## src/rtl/evt_window_ctrl_pkg.sv

```systemverilog
// Shared types and defaults for the event-window sequencer.
// Latency: n/a (types and constants only).
// Backpressure: n/a.
package evt_window_pkg;

  localparam int WIN_W_DEF = 16;
  localparam int CNT_W_DEF = 16;

  // Saturated value of a default-width counter; the next event wraps it.
  localparam logic [CNT_W_DEF-1:0] CNT_MAX = '1;

  typedef enum logic [1:0] {
    IDLE   = 2'd0,
    CLEAR  = 2'd1,
    COUNT  = 2'd2,
    SETTLE = 2'd3
  } state_t;

endpackage

```

## src/rtl/evt_window_ctrl_if.sv

```systemverilog
// Control/counter bundle between the window sequencer and its surroundings.
// Latency: n/a (wires only). Optional auto_in present with EVT_WINDOW_AUTO_RESTART_EN.
// Backpressure: none; start_in is simply ignored while the sequencer is busy.
interface evt_window_ctrl_if #(
  parameter int WIN_W = 16,
  parameter int CNT_W = 16
);

`ifdef EVT_WINDOW_AUTO_RESTART_EN
  logic             auto_in;
`endif
  logic             start_in;
  logic             abort_in;
  logic [WIN_W-1:0] win_len_in;
  logic             evt_in;
  logic [CNT_W-1:0] cnt_val_in;
  logic             cnt_clr_out;
  logic             cnt_evt_out;
  logic             busy_out;
  logic             done_out;
  logic [CNT_W-1:0] result_out;
  logic             ovf_out;

  // Sequencer side.
  modport slave (
`ifdef EVT_WINDOW_AUTO_RESTART_EN
    input  auto_in,
`endif
    input  start_in,
    input  abort_in,
    input  win_len_in,
    input  evt_in,
    input  cnt_val_in,
    output cnt_clr_out,
    output cnt_evt_out,
    output busy_out,
    output done_out,
    output result_out,
    output ovf_out
  );

  // Control logic / counter datapath side.
  modport master (
`ifdef EVT_WINDOW_AUTO_RESTART_EN
    output auto_in,
`endif
    output start_in,
    output abort_in,
    output win_len_in,
    output evt_in,
    output cnt_val_in,
    input  cnt_clr_out,
    input  cnt_evt_out,
    input  busy_out,
    input  done_out,
    input  result_out,
    input  ovf_out
  );

endinterface

```

## src/rtl/evt_window_ctrl_window_timer.sv

```systemverilog
// Loadable down-counter that measures the gating window; a zero length loads as one.
// Latency: o_last is combinational from the timer register (high while timer==1).
// Backpressure: none; i_load has priority over i_en.
module window_timer
  import evt_window_pkg::*;
#(
  parameter int WIN_W = WIN_W_DEF
) (
  input  logic             i_clk,
  input  logic             i_rst,
  input  logic             i_load,
  input  logic [WIN_W-1:0] i_len,
  input  logic             i_en,
  output logic             o_last
);

  logic [WIN_W-1:0] r_timer;
  logic [WIN_W-1:0] w_len_eff;

  assign w_len_eff = (i_len == '0) ? WIN_W'(1) : i_len;

  // Load on window start, count down once per gating cycle, park at zero.
  always_ff @(posedge i_clk or posedge i_rst) begin
    if (i_rst) begin
      r_timer <= '0;
    end else if (i_load) begin
      r_timer <= w_len_eff;
    end else if (i_en && (r_timer != '0)) begin
      r_timer <= r_timer - WIN_W'(1);
    end
  end

  assign o_last = (r_timer == WIN_W'(1));

endmodule

```

## src/rtl/evt_window_ctrl.sv

```systemverilog
// Clears an external event counter, gates events into it for N cycles, captures the count.
// Latency: start sampled at edge E0 -> done_out high in the cycle after edge E0+N+2.
// Backpressure: start_in ignored while busy; abort_in drops the window. Macro: EVT_WINDOW_AUTO_RESTART_EN.
module evt_window_ctrl
  import evt_window_pkg::*;
#(
  parameter int WIN_W = WIN_W_DEF,
  parameter int CNT_W = CNT_W_DEF
) (
  input  logic               clk_in,
  input  logic               rst_in,
  evt_window_ctrl_if.slave   bus
);

  state_t           r_state;
  state_t           w_state_nxt;
  logic             w_timer_load;
  logic             w_timer_last;
  logic             w_auto;
  logic             w_cnt_clr;
  logic             w_cnt_evt;
  logic             w_abort;
  logic             w_settle_ok;
  logic             w_wrap;
  logic             r_sticky;
  logic             r_done;
  logic             r_ovf;
  logic [CNT_W-1:0] r_result;

`ifdef EVT_WINDOW_AUTO_RESTART_EN
  assign w_auto = bus.auto_in;
`else
  assign w_auto = 1'b0;
`endif

  // Abort only has meaning once a window is in flight; in IDLE a start wins.
  assign w_abort     = (r_state != IDLE) && bus.abort_in;
  assign w_settle_ok = (r_state == SETTLE) && !bus.abort_in;
  // An event accepted while the counter already holds all-ones wraps it.
  assign w_wrap      = w_cnt_evt && (&bus.cnt_val_in);

  window_timer #(
    .WIN_W (WIN_W)
  ) u_window_timer (
    .i_clk  (clk_in),
    .i_rst  (rst_in),
    .i_load (w_timer_load),
    .i_len  (bus.win_len_in),
    .i_en   (r_state == COUNT),
    .o_last (w_timer_last)
  );

  // State register.
  always_ff @(posedge clk_in or posedge rst_in) begin
    if (rst_in) begin
      r_state <= IDLE;
    end else begin
      r_state <= w_state_nxt;
    end
  end

  // Next state, timer load and the counter strobes, which depend on state only.
  always_comb begin
    w_state_nxt  = r_state;
    w_timer_load = 1'b0;
    w_cnt_clr    = 1'b0;
    w_cnt_evt    = 1'b0;
    case (r_state)
      IDLE: begin
        if (bus.start_in) begin
          w_state_nxt  = CLEAR;
          w_timer_load = 1'b1;
        end
      end
      CLEAR: begin
        w_cnt_clr   = 1'b1;
        w_state_nxt = COUNT;
      end
      COUNT: begin
        w_cnt_evt = bus.evt_in;
        if (w_timer_last) begin
          w_state_nxt = SETTLE;
        end
      end
      SETTLE: begin
        if (w_auto) begin
          w_state_nxt  = CLEAR;
          w_timer_load = 1'b1;
        end else begin
          w_state_nxt = IDLE;
        end
      end
      default: begin
        w_state_nxt = IDLE;
      end
    endcase
    if (w_abort) begin
      w_state_nxt  = IDLE;
      w_timer_load = 1'b0;
    end
  end

  // Overflow sticky: cleared with the counter, set by any wrap during gating.
  always_ff @(posedge clk_in or posedge rst_in) begin
    if (rst_in) begin
      r_sticky <= 1'b0;
    end else if (r_state == CLEAR) begin
      r_sticky <= 1'b0;
    end else if (w_wrap) begin
      r_sticky <= 1'b1;
    end
  end

  // Capture result and overflow in SETTLE, when the last gated event is visible.
  always_ff @(posedge clk_in or posedge rst_in) begin
    if (rst_in) begin
      r_done   <= 1'b0;
      r_result <= '0;
      r_ovf    <= 1'b0;
    end else begin
      r_done <= w_settle_ok;
      if (w_settle_ok) begin
        r_result <= bus.cnt_val_in;
        r_ovf    <= r_sticky;
      end
    end
  end

  assign bus.cnt_clr_out = w_cnt_clr;
  assign bus.cnt_evt_out = w_cnt_evt;
  assign bus.busy_out    = (r_state != IDLE);
  assign bus.done_out    = r_done;
  assign bus.result_out  = r_result;
  assign bus.ovf_out     = r_ovf;

endmodule

```

## src/flat_wrapper.sv

```systemverilog
// flat-port wrapper written by rule: the top's interface ports become plain ports
module evt_window_ctrl_flat import evt_window_pkg::*;
#(
  parameter int WIN_W = WIN_W_DEF,
  parameter int CNT_W = CNT_W_DEF
)
  (clk_in, rst_in, bus_start_in, bus_abort_in, bus_win_len_in, bus_evt_in, bus_cnt_val_in, bus_cnt_clr_out, bus_cnt_evt_out, bus_busy_out, bus_done_out, bus_result_out, bus_ovf_out);
  evt_window_ctrl_if #(.WIN_W(WIN_W), .CNT_W(CNT_W)) bus_i ();
  input  logic clk_in;
  input  logic rst_in;
  input wire logic [$bits(bus_i.start_in)-1:0] bus_start_in;
  input wire logic [$bits(bus_i.abort_in)-1:0] bus_abort_in;
  input wire logic [$bits(bus_i.win_len_in)-1:0] bus_win_len_in;
  input wire logic [$bits(bus_i.evt_in)-1:0] bus_evt_in;
  input wire logic [$bits(bus_i.cnt_val_in)-1:0] bus_cnt_val_in;
  output wire logic [$bits(bus_i.cnt_clr_out)-1:0] bus_cnt_clr_out;
  output wire logic [$bits(bus_i.cnt_evt_out)-1:0] bus_cnt_evt_out;
  output wire logic [$bits(bus_i.busy_out)-1:0] bus_busy_out;
  output wire logic [$bits(bus_i.done_out)-1:0] bus_done_out;
  output wire logic [$bits(bus_i.result_out)-1:0] bus_result_out;
  output wire logic [$bits(bus_i.ovf_out)-1:0] bus_ovf_out;
  assign bus_i.start_in = bus_start_in;
  assign bus_i.abort_in = bus_abort_in;
  assign bus_i.win_len_in = bus_win_len_in;
  assign bus_i.evt_in = bus_evt_in;
  assign bus_i.cnt_val_in = bus_cnt_val_in;
  assign bus_cnt_clr_out = bus_i.cnt_clr_out;
  assign bus_cnt_evt_out = bus_i.cnt_evt_out;
  assign bus_busy_out = bus_i.busy_out;
  assign bus_done_out = bus_i.done_out;
  assign bus_result_out = bus_i.result_out;
  assign bus_ovf_out = bus_i.ovf_out;
  evt_window_ctrl #(.WIN_W(WIN_W), .CNT_W(CNT_W)) u_core (.clk_in(clk_in), .rst_in(rst_in), .bus(bus_i));
endmodule
```

## config.mk

```make
export PLATFORM = sky130hd
export DESIGN_NAME = evt_window_ctrl_flat
export DESIGN_NICKNAME = d
export VERILOG_FILES = /design/src/rtl/evt_window_ctrl_pkg.sv /design/src/rtl/evt_window_ctrl_if.sv /design/src/rtl/evt_window_ctrl_window_timer.sv /design/src/rtl/evt_window_ctrl.sv /design/src/flat_wrapper.sv
export SDC_FILE = /design/constraint.sdc
export NUM_CORES = 1
export LEC_CHECK = 0
export CAP_MARGIN = 5
export CORE_AREA = 3 3 67 69
export DETAILED_ROUTE_END_ITERATION = 8
export DIE_AREA = 0 0 70 72
export MAX_ROUTING_LAYER = met4
export PLACE_DENSITY = 0.91
export SYNTH_ARGS = -nofsm -noshare
export SYNTH_HDL_FRONTEND = slang
export SYNTH_SLANG_ARGS = --single-unit
```

## constraint.sdc

```tcl
create_clock -name clk_in -period 6.55 [get_ports clk_in]
set_input_delay 1.31 -clock clk_in [delete_from_list [all_inputs] [get_ports clk_in]]
set_output_delay 1.31 -clock clk_in [all_outputs]
set_load 0.03 [all_outputs]
```

==> flow_summary_export.csv, run 1 <==
group,metric,value,unit
status,status,"finished clean",
timing,finalClockSkew,0.00734,ns
clock_tree,clock_latency,0.29,ns
power_and_ir_drop,power.share.sequential,0.369,
clock_tree,cts_max_level,2,
power_and_ir_drop,p_switching,0.000488,W
timing,tightest_slew,0.787,ns
layout,final_nets,293,
grt,grt_pass1_vias,1724,
clock_tree,cts.sinks,37,
critical_path,reg2reg_slack,4.20,ns
clock_tree,cts_tree,"yes",
clock_tree,cts_resized,0,
job,drv_cap,0,
place,port_buffers,57,
grt,antenna_found_initial,0,
floorplanning,fp.dieArea,5040,sq um
critical_path,slowest_delay,0.67,ns
clock_tree,holdBufCountCts,0,
place,routabilityCongestion,0.841,
timing,rsz0062_at_grt,"false",
power_and_ir_drop,intPower,0.000674,W
power_and_ir_drop,combPwrFrac,0.496,
critical_path,ff2ff_path_depth,4,
place,hpwl,3680,um
yosys,synth_edf_count,0,
route,drtAntennaViolNets,0,
route,dr.pass1.iters,4,
critical_path,rr_startpoint,"u_core.u_window_timer.r_timer[2]",
floorplanning,initial_core_util,0.507,
route,drcViolationCount,0,
route,vias_per_cell,5.75,
layout,drive_gt1_frac,0.131,
critical_path,worst_setup_path_start_kind,"input pin",
route,wl_per_cell,16.2,um
yosys,async_flop_share,1.00,
clock_tree,clockBufferDepth,2,
clock_tree,post_cts.repair.setup_buffers,0,
hold_path,worstHoldPathType,"reg -> reg",
timing,period_needed,3.90,ns
critical_path,path_cells,"clkdlybuf4s50_1, and2_1, clkdlybuf4s50_1",
timing,worst_slew_margin_rel,0.470,
power_and_ir_drop,irDropWorstVdd,0.220,mV
clock_tree,cts_made_buffers,5,
yosys,ys_top_cells_by_area,"dfrtp_1 (46%), mux2_2 (9.5%), ha_1 (3.7%)",
critical_path,crit_type,"in -> out",
critical_path,worstPathRequired,5.24,ns
critical_path,cp_data_arrival_time,2.59,ns
route,drtIter0Drc,167,
grt,grt_max_degree,38,
yosys,synthCells,193,
clock_tree,path_clk_slew,0.08,ns
floorplanning,core_area,3970,sq um
floorplanning,row_count,23,
critical_path,r2r-end,"u_core.u_window_timer.r_timer[13]",
timing,max_freq,256,MHz
place,placed_area,2620,sq um
grt,gr-total-overflow,0,
timing,setup_ws,2.65,ns
critical_path,cp_num_buf_inv,2,
power_and_ir_drop,p_sw_frac,0.420,
hold_path,min_from,"u_core.bus.result_out[5]",
layout,fin_area,2700,sq um
critical_path,critPathMaxFanout,2,
place,pre_cts_ws,2.65,ns
timing,slew_viol_final,0,
yosys,syn_avg_cell_area,10.4,sq um
power_and_ir_drop,clock_power_share,0.134,
critical_path,crit_slowest_cell,"clkdlybuf4s50_1",
clock_tree,cts-root-buf,"clkbuf_8",
layout,syn_to_final_growth,34.2,%
power_and_ir_drop,p_leak,1.06,nW
route,wirelength,4880,um
route,vias,1730,
grt,grt_use_total,0.204,
yosys,ys_ff_latch,37,
hold_path,hold_end,"u_core.bus.result_out[5]",
power_and_ir_drop,power_density,430,nW/um^2
timing,finalCritPeriodShare,0.596,
yosys,yosysTopAreaCell,"dfrtp_1",
grt,grt_pass1_wl,8030,um
layout,n_antenna_cell,0,
critical_path,endpoint_kind,"output port",
yosys,ys_types,50,
yosys,synth_fp_nets,236,
timing,setup_viol,0,
hold_path,whs_path_depth,1,
yosys,ys.flop_type,"dfrtp_1",
timing,finalHoldViolCount,0,
yosys,synth_top_area_share,0.460,
floorplanning,dieWidth,70,um
critical_path,cpLargestDelayFamily,"buffers and inverters",
floorplanning,ioPinCount,58,
yosys,syn_area,2010,sq um
floorplanning,die_h,72,um
yosys,yosysWarnings,0,
critical_path,crit_path_frequent_cell,"clkdlybuf4s50_1",
yosys,ys_seq_area_frac,0.460,
timing,setup_tns,0,ns
-- cells in the mapped netlist (all sizes together) (4+ instances only) --
library cell  number
mux2              17
or4                6
nor4              10
nand2b             4
nand4              6
dfrtp             37
nor2              16
a31oi              7
or3                6
clkbuf             6
o21ai              6
nand2              8
a21oi              9
inv                9
ha                 6
nand3              5
-- per-layer routing --
layer  up-vias  routed length [um]  GRT usage
met4         0                  41     0.0468
met1       841                2030      0.245
met5         -                   0          -
met3         4                 197     0.0429
met2        42                2610      0.357
li1        843                   -          -
-- worst max path at each step --
stage / slack, ns / startpoint / cells after the start / to
after detailed placement: 2.65 / bus_evt_in / 3 / bus_cnt_evt_out
after floorplan: 3.63 / bus_evt_in / 1 / bus_cnt_evt_out
after global placement: 2.68 / bus_evt_in / 3 / bus_cnt_evt_out
after global routing: 2.63 / bus_evt_in / 3 / bus_cnt_evt_out
after CTS: 2.65 / bus_evt_in / 3 / bus_cnt_evt_out
final: 2.65 / bus_evt_in / 3 / bus_cnt_evt_out
-- worst register-to-register path: stages, from the launching register on --
cell,delay [ns]
dfrtp_1,0.44
nor4_1,0.71
nand3_1,0.32
or4b_2,0.71
nand3_1,0.10
-- cells in the final DEF, fill, tap and decap left out, types with 2 or more instances in the layout --
master           count
clkdlybuf4s50_1     57
dfrtp_1             37
mux2_2              17
nor2_1              16
nor4_1               9
inv_1                9
a21oi_1              9
nand2_1              8
a31oi_1              7
o21ai_0              6
or3_1                6
nand4_1              6
ha_1                 6
or4_1                5
nand3_1              5
clkbuf_8             5
nand2b_1             4
nor3_1               2
o2111ai_1            2
xor2_1               2
clkinv_2             2
buf_4                2
-- layout make-up --
| type | instances | area [sq um] |
|---|---|---|
| Clock inverter | 2 | 10.0 |
| Sequential cell | 37 | 926 |
| Fill cell | 324 | 1270 |
| Inverter | 9 | 33.8 |
| Multi-Input combinational cell | 138 | 1010 |
| Clock buffer | 6 | 72.6 |
| Timing Repair Buffer | 59 | 586 |
| Tap cell | 50 | 62.6 |
-- power by group through the flow --
stage,Sequential (W),Clock (W),Combinational (W)
2_1_floorplan,0.000512,0,0.000282
3_3_place_gp,0.000419,0,0.000564
3_5_place_dp,0.000430,0,0.000581
4_1_cts,0.000428,0.000158,0.000582
5_1_grt,0.000445,0.000166,0.000625
6_report,0.000429,0.000156,0.000577
-- metrics by stage --
| step | instances | utilization | hold WS (ns) | power [W] |
|---|---|---|---|---|
| 3_5_place_dp | 293 | 0.659 | 0.496 | 0.00101 |
| 3_3_place_gp | 293 | 0.659 | 0.489 | 0.000983 |
| 6_report | 301 | 0.680 | 0.510 | 0.00116 |
| 4_1_cts | 301 | 0.680 | 0.512 | 0.00117 |
| 5_1_grt | 301 | 0.680 | 0.529 | 0.00124 |
| 2_1_floorplan | 193 | - | 0.457 | 0.000794 |
-- flip-flops by register name, summed over array words and instances, names as in the netlist --
register	count
u_core.r_sticky	1
u_core.r_state	2
u_core.u_window_timer.r_timer	16
u_core.bus.ovf_out	1
u_core.bus.done_out	1
u_core.bus.result_out	16
-- cells by family after synthesis --
| kind of cell | Yosys count | share of synthesized area |
|---|---|---|
| multiplexers | 17 | 0.0951 |
| AND/OR/NAND/NOR | 75 | 0.219 |
| flip-flops | 37 | 0.460 |
| AO/OA/AOI/OAI | 37 | 0.138 |
| XOR/XNOR | 3 | 0.0131 |
| adder cells (fa/ha/maj) | 6 | 0.0373 |
| buffers and inverters | 18 | 0.0379 |
(Power assumes the default switching activity.)
==> inputs of run 2 (changes only) <==
--- a/config.mk
+++ b/config.mk
@@ -6,11 +6,11 @@
 export NUM_CORES = 1
 export LEC_CHECK = 0
 export CAP_MARGIN = 5
-export CORE_AREA = 3 3 67 69
+export CORE_AREA = 3 3 70 72
 export DETAILED_ROUTE_END_ITERATION = 8
-export DIE_AREA = 0 0 70 72
+export DIE_AREA = 0 0 73 75
 export MAX_ROUTING_LAYER = met4
-export PLACE_DENSITY = 0.91
+export PLACE_DENSITY = 0.85
 export SYNTH_ARGS = -nofsm -noshare
 export SYNTH_HDL_FRONTEND = slang
 export SYNTH_SLANG_ARGS = --single-unit
==> constraint.sdc (replaced) <==
create_clock -name clk_in -period 3.9 [get_ports clk_in]
set_input_delay 0.78 -clock clk_in [delete_from_list [all_inputs] [get_ports clk_in]]
set_output_delay 0.78 -clock clk_in [all_outputs]
set_load 0.03 [all_outputs]
==> flow_summary_export.csv, run 2 (synthesis gave the netlist of run 1 again) <==
group,metric,value,unit
critical_path,worst_setup_path_start_kind,"flip-flop",
clock_tree,cts_tree,"yes",
power_and_ir_drop,irDropWorstVdd,0.392,mV
layout,syn_to_final_growth,35.9,%
power_and_ir_drop,power_density,741,nW/um^2
route,vias,1749,
critical_path,rr_startpoint,"u_core.u_window_timer.r_timer[2]",
critical_path,r2r-end,"u_core.u_window_timer.r_timer[13]",
critical_path,crit_slowest_cell,"clkdlybuf4s50_1",
floorplanning,ioPinCount,58,
clock_tree,cts_max_level,2,
critical_path,worstPathRequired,3.12,ns
status,status,"finished clean",
layout,n_antenna_cell,0,
clock_tree,path_clk_slew,0.08,ns
job,drv_cap,0,
floorplanning,row_count,24,
route,drtIter0Drc,90,
timing,setup_tns,0,ns
critical_path,endpoint_kind,"output port",
grt,grt_use_total,0.192,
clock_tree,holdBufCountCts,0,
critical_path,cpLargestDelayFamily,"buffers and inverters",
hold_path,min_from,"u_core.bus.result_out[4]",
timing,period_needed,2.90,ns
place,place_inst,295,
timing,rsz0062_at_grt,"false",
clock_tree,post_cts.repair.setup_buffers,0,
critical_path,path_cells,"inv_1, ha_1, and2_1, clkdlybuf4s50_1",
floorplanning,core_area,4350,sq um
floorplanning,initial_core_util,0.462,
place,hpwl,3640,um
grt,gr-total-overflow,0,
route,wl_per_cell,15.9,um
layout,final_common_cell,"clkdlybuf4s50_1",
critical_path,cp_data_arrival_time,2.12,ns
floorplanning,fp.dieArea,5480,sq um
floorplanning,dieWidth,73,um
grt,grt_pass1_wl,7860,um
grt,grt_max_degree,38,
power_and_ir_drop,p_leak,1.07,nW
critical_path,cp_num_buf_inv,2,
critical_path,slowest_delay,0.67,ns
timing,finalClockSkew,0.00781,ns
route,vias_per_cell,5.77,
critical_path,reg2reg_slack,1.48,ns
layout,final_nets,293,
timing,setup_ws,0.996,ns
timing,setup_viol,0,
clock_tree,cts.sinks,37,
timing,max_freq,344,MHz
clock_tree,clock_latency,0.29,ns
clock_tree,cts_made_buffers,5,
hold_path,whs_path_depth,1,
route,wirelength,4830,um
timing,slew_viol_final,0,
critical_path,critPathMaxFanout,10,
place,routabilityCongestion,0.826,
hold_path,worstHoldPathType,"reg -> reg",
grt,antenna_found_initial,0,
grt,grt_pass1_vias,1690,
clock_tree,cts-root-buf,"clkbuf_8",
timing,finalHoldViolCount,0,
layout,postLayoutCoreUtil,0.628,
place,pre_cts_ws,1.09,ns
timing,tightest_slew,0.888,ns
floorplanning,die_h,75,um
clock_tree,cts_resized,0,
clock_tree,clockBufferDepth,2,
layout,layout_common_cells,"clkdlybuf4s50_1 (57), dfrtp_1 (37), mux2_2 (17)",
route,dr.pass1.iters,4,
power_and_ir_drop,p_total,0.00203,W
layout,drive_gt1_frac,0.135,
route,drtAntennaViolNets,0,
layout,final_cells,303,
place,port_buffers,57,
timing,finalCritPeriodShare,0.745,
route,drcViolationCount,0,
timing,worst_slew_margin_rel,0.403,
critical_path,crit_type,"reg -> out",
critical_path,ff2ff_path_depth,4,
hold_path,hold_end,"u_core.bus.result_out[4]",
==> run 2: how the worst max path moves through the flow <==
stage,startpoint,endpoint,slack [ns],depth (start not counted)
2_1_floorplan,u_core.u_window_timer.r_timer[0],u_core.u_window_timer.r_timer[6],1.75,7
3_3_place_gp,bus_evt_in,bus_cnt_evt_out,1.09,3
3_5_place_dp,bus_evt_in,bus_cnt_evt_out,1.09,3
4_1_cts,u_core.r_state[0],bus_cnt_evt_out,0.99,4
5_1_grt,u_core.r_state[0],bus_cnt_evt_out,0.87,4
6_report,u_core.r_state[0],bus_cnt_evt_out,1.0,4
==> run 2: worst reg2reg max path, cell delays in order, from the launching register on <==
cell and delay (ns):
dfrtp_1 0.45, nor4_1 0.79, nand3_1 0.33, or4b_2 0.70
nand3_1 0.10
==> run 2: layout make-up <==
cell class	count	area, sq um
inverter	9	33.8
fill	349	1620
timing repair buffer	59	586
sequential	37	926
multi-input combinational	138	1010
tap	52	65.1
clock buffer	5	68.8
clock inverter	3	46.3
==> run 2: power breakdown <==
| part | total [W] | internal (W) | leakage [nW] | switching [W] |
|---|---|---|---|---|
| Combinational | 0.000974 | 0.000448 | 0.571 | 0.000526 |
| Sequential | 0.000717 | 0.000560 | 0.440 | 0.000157 |
| Clock | 0.000336 | 0.000191 | 0.0543 | 0.000145 |
==> run 2: routing by layer <==
metal  global-route usage  vias up  routed length, um
met5                    -        -                  0
met4               0.0615        0                 61
met2                0.316       38               2530
met1                0.244      861               2100
li1                     -      843                  -
met3               0.0280        7                140
==> run 2: through the flow <==
step | instance area, sq um | hold slack [ns]
after floorplan | 2010 | 0.457
after global placement | 2620 | 0.490
after detailed placement | 2620 | 0.496
after CTS | 2740 | 0.514
after global routing | 2740 | 0.531
final | 2740 | 0.509
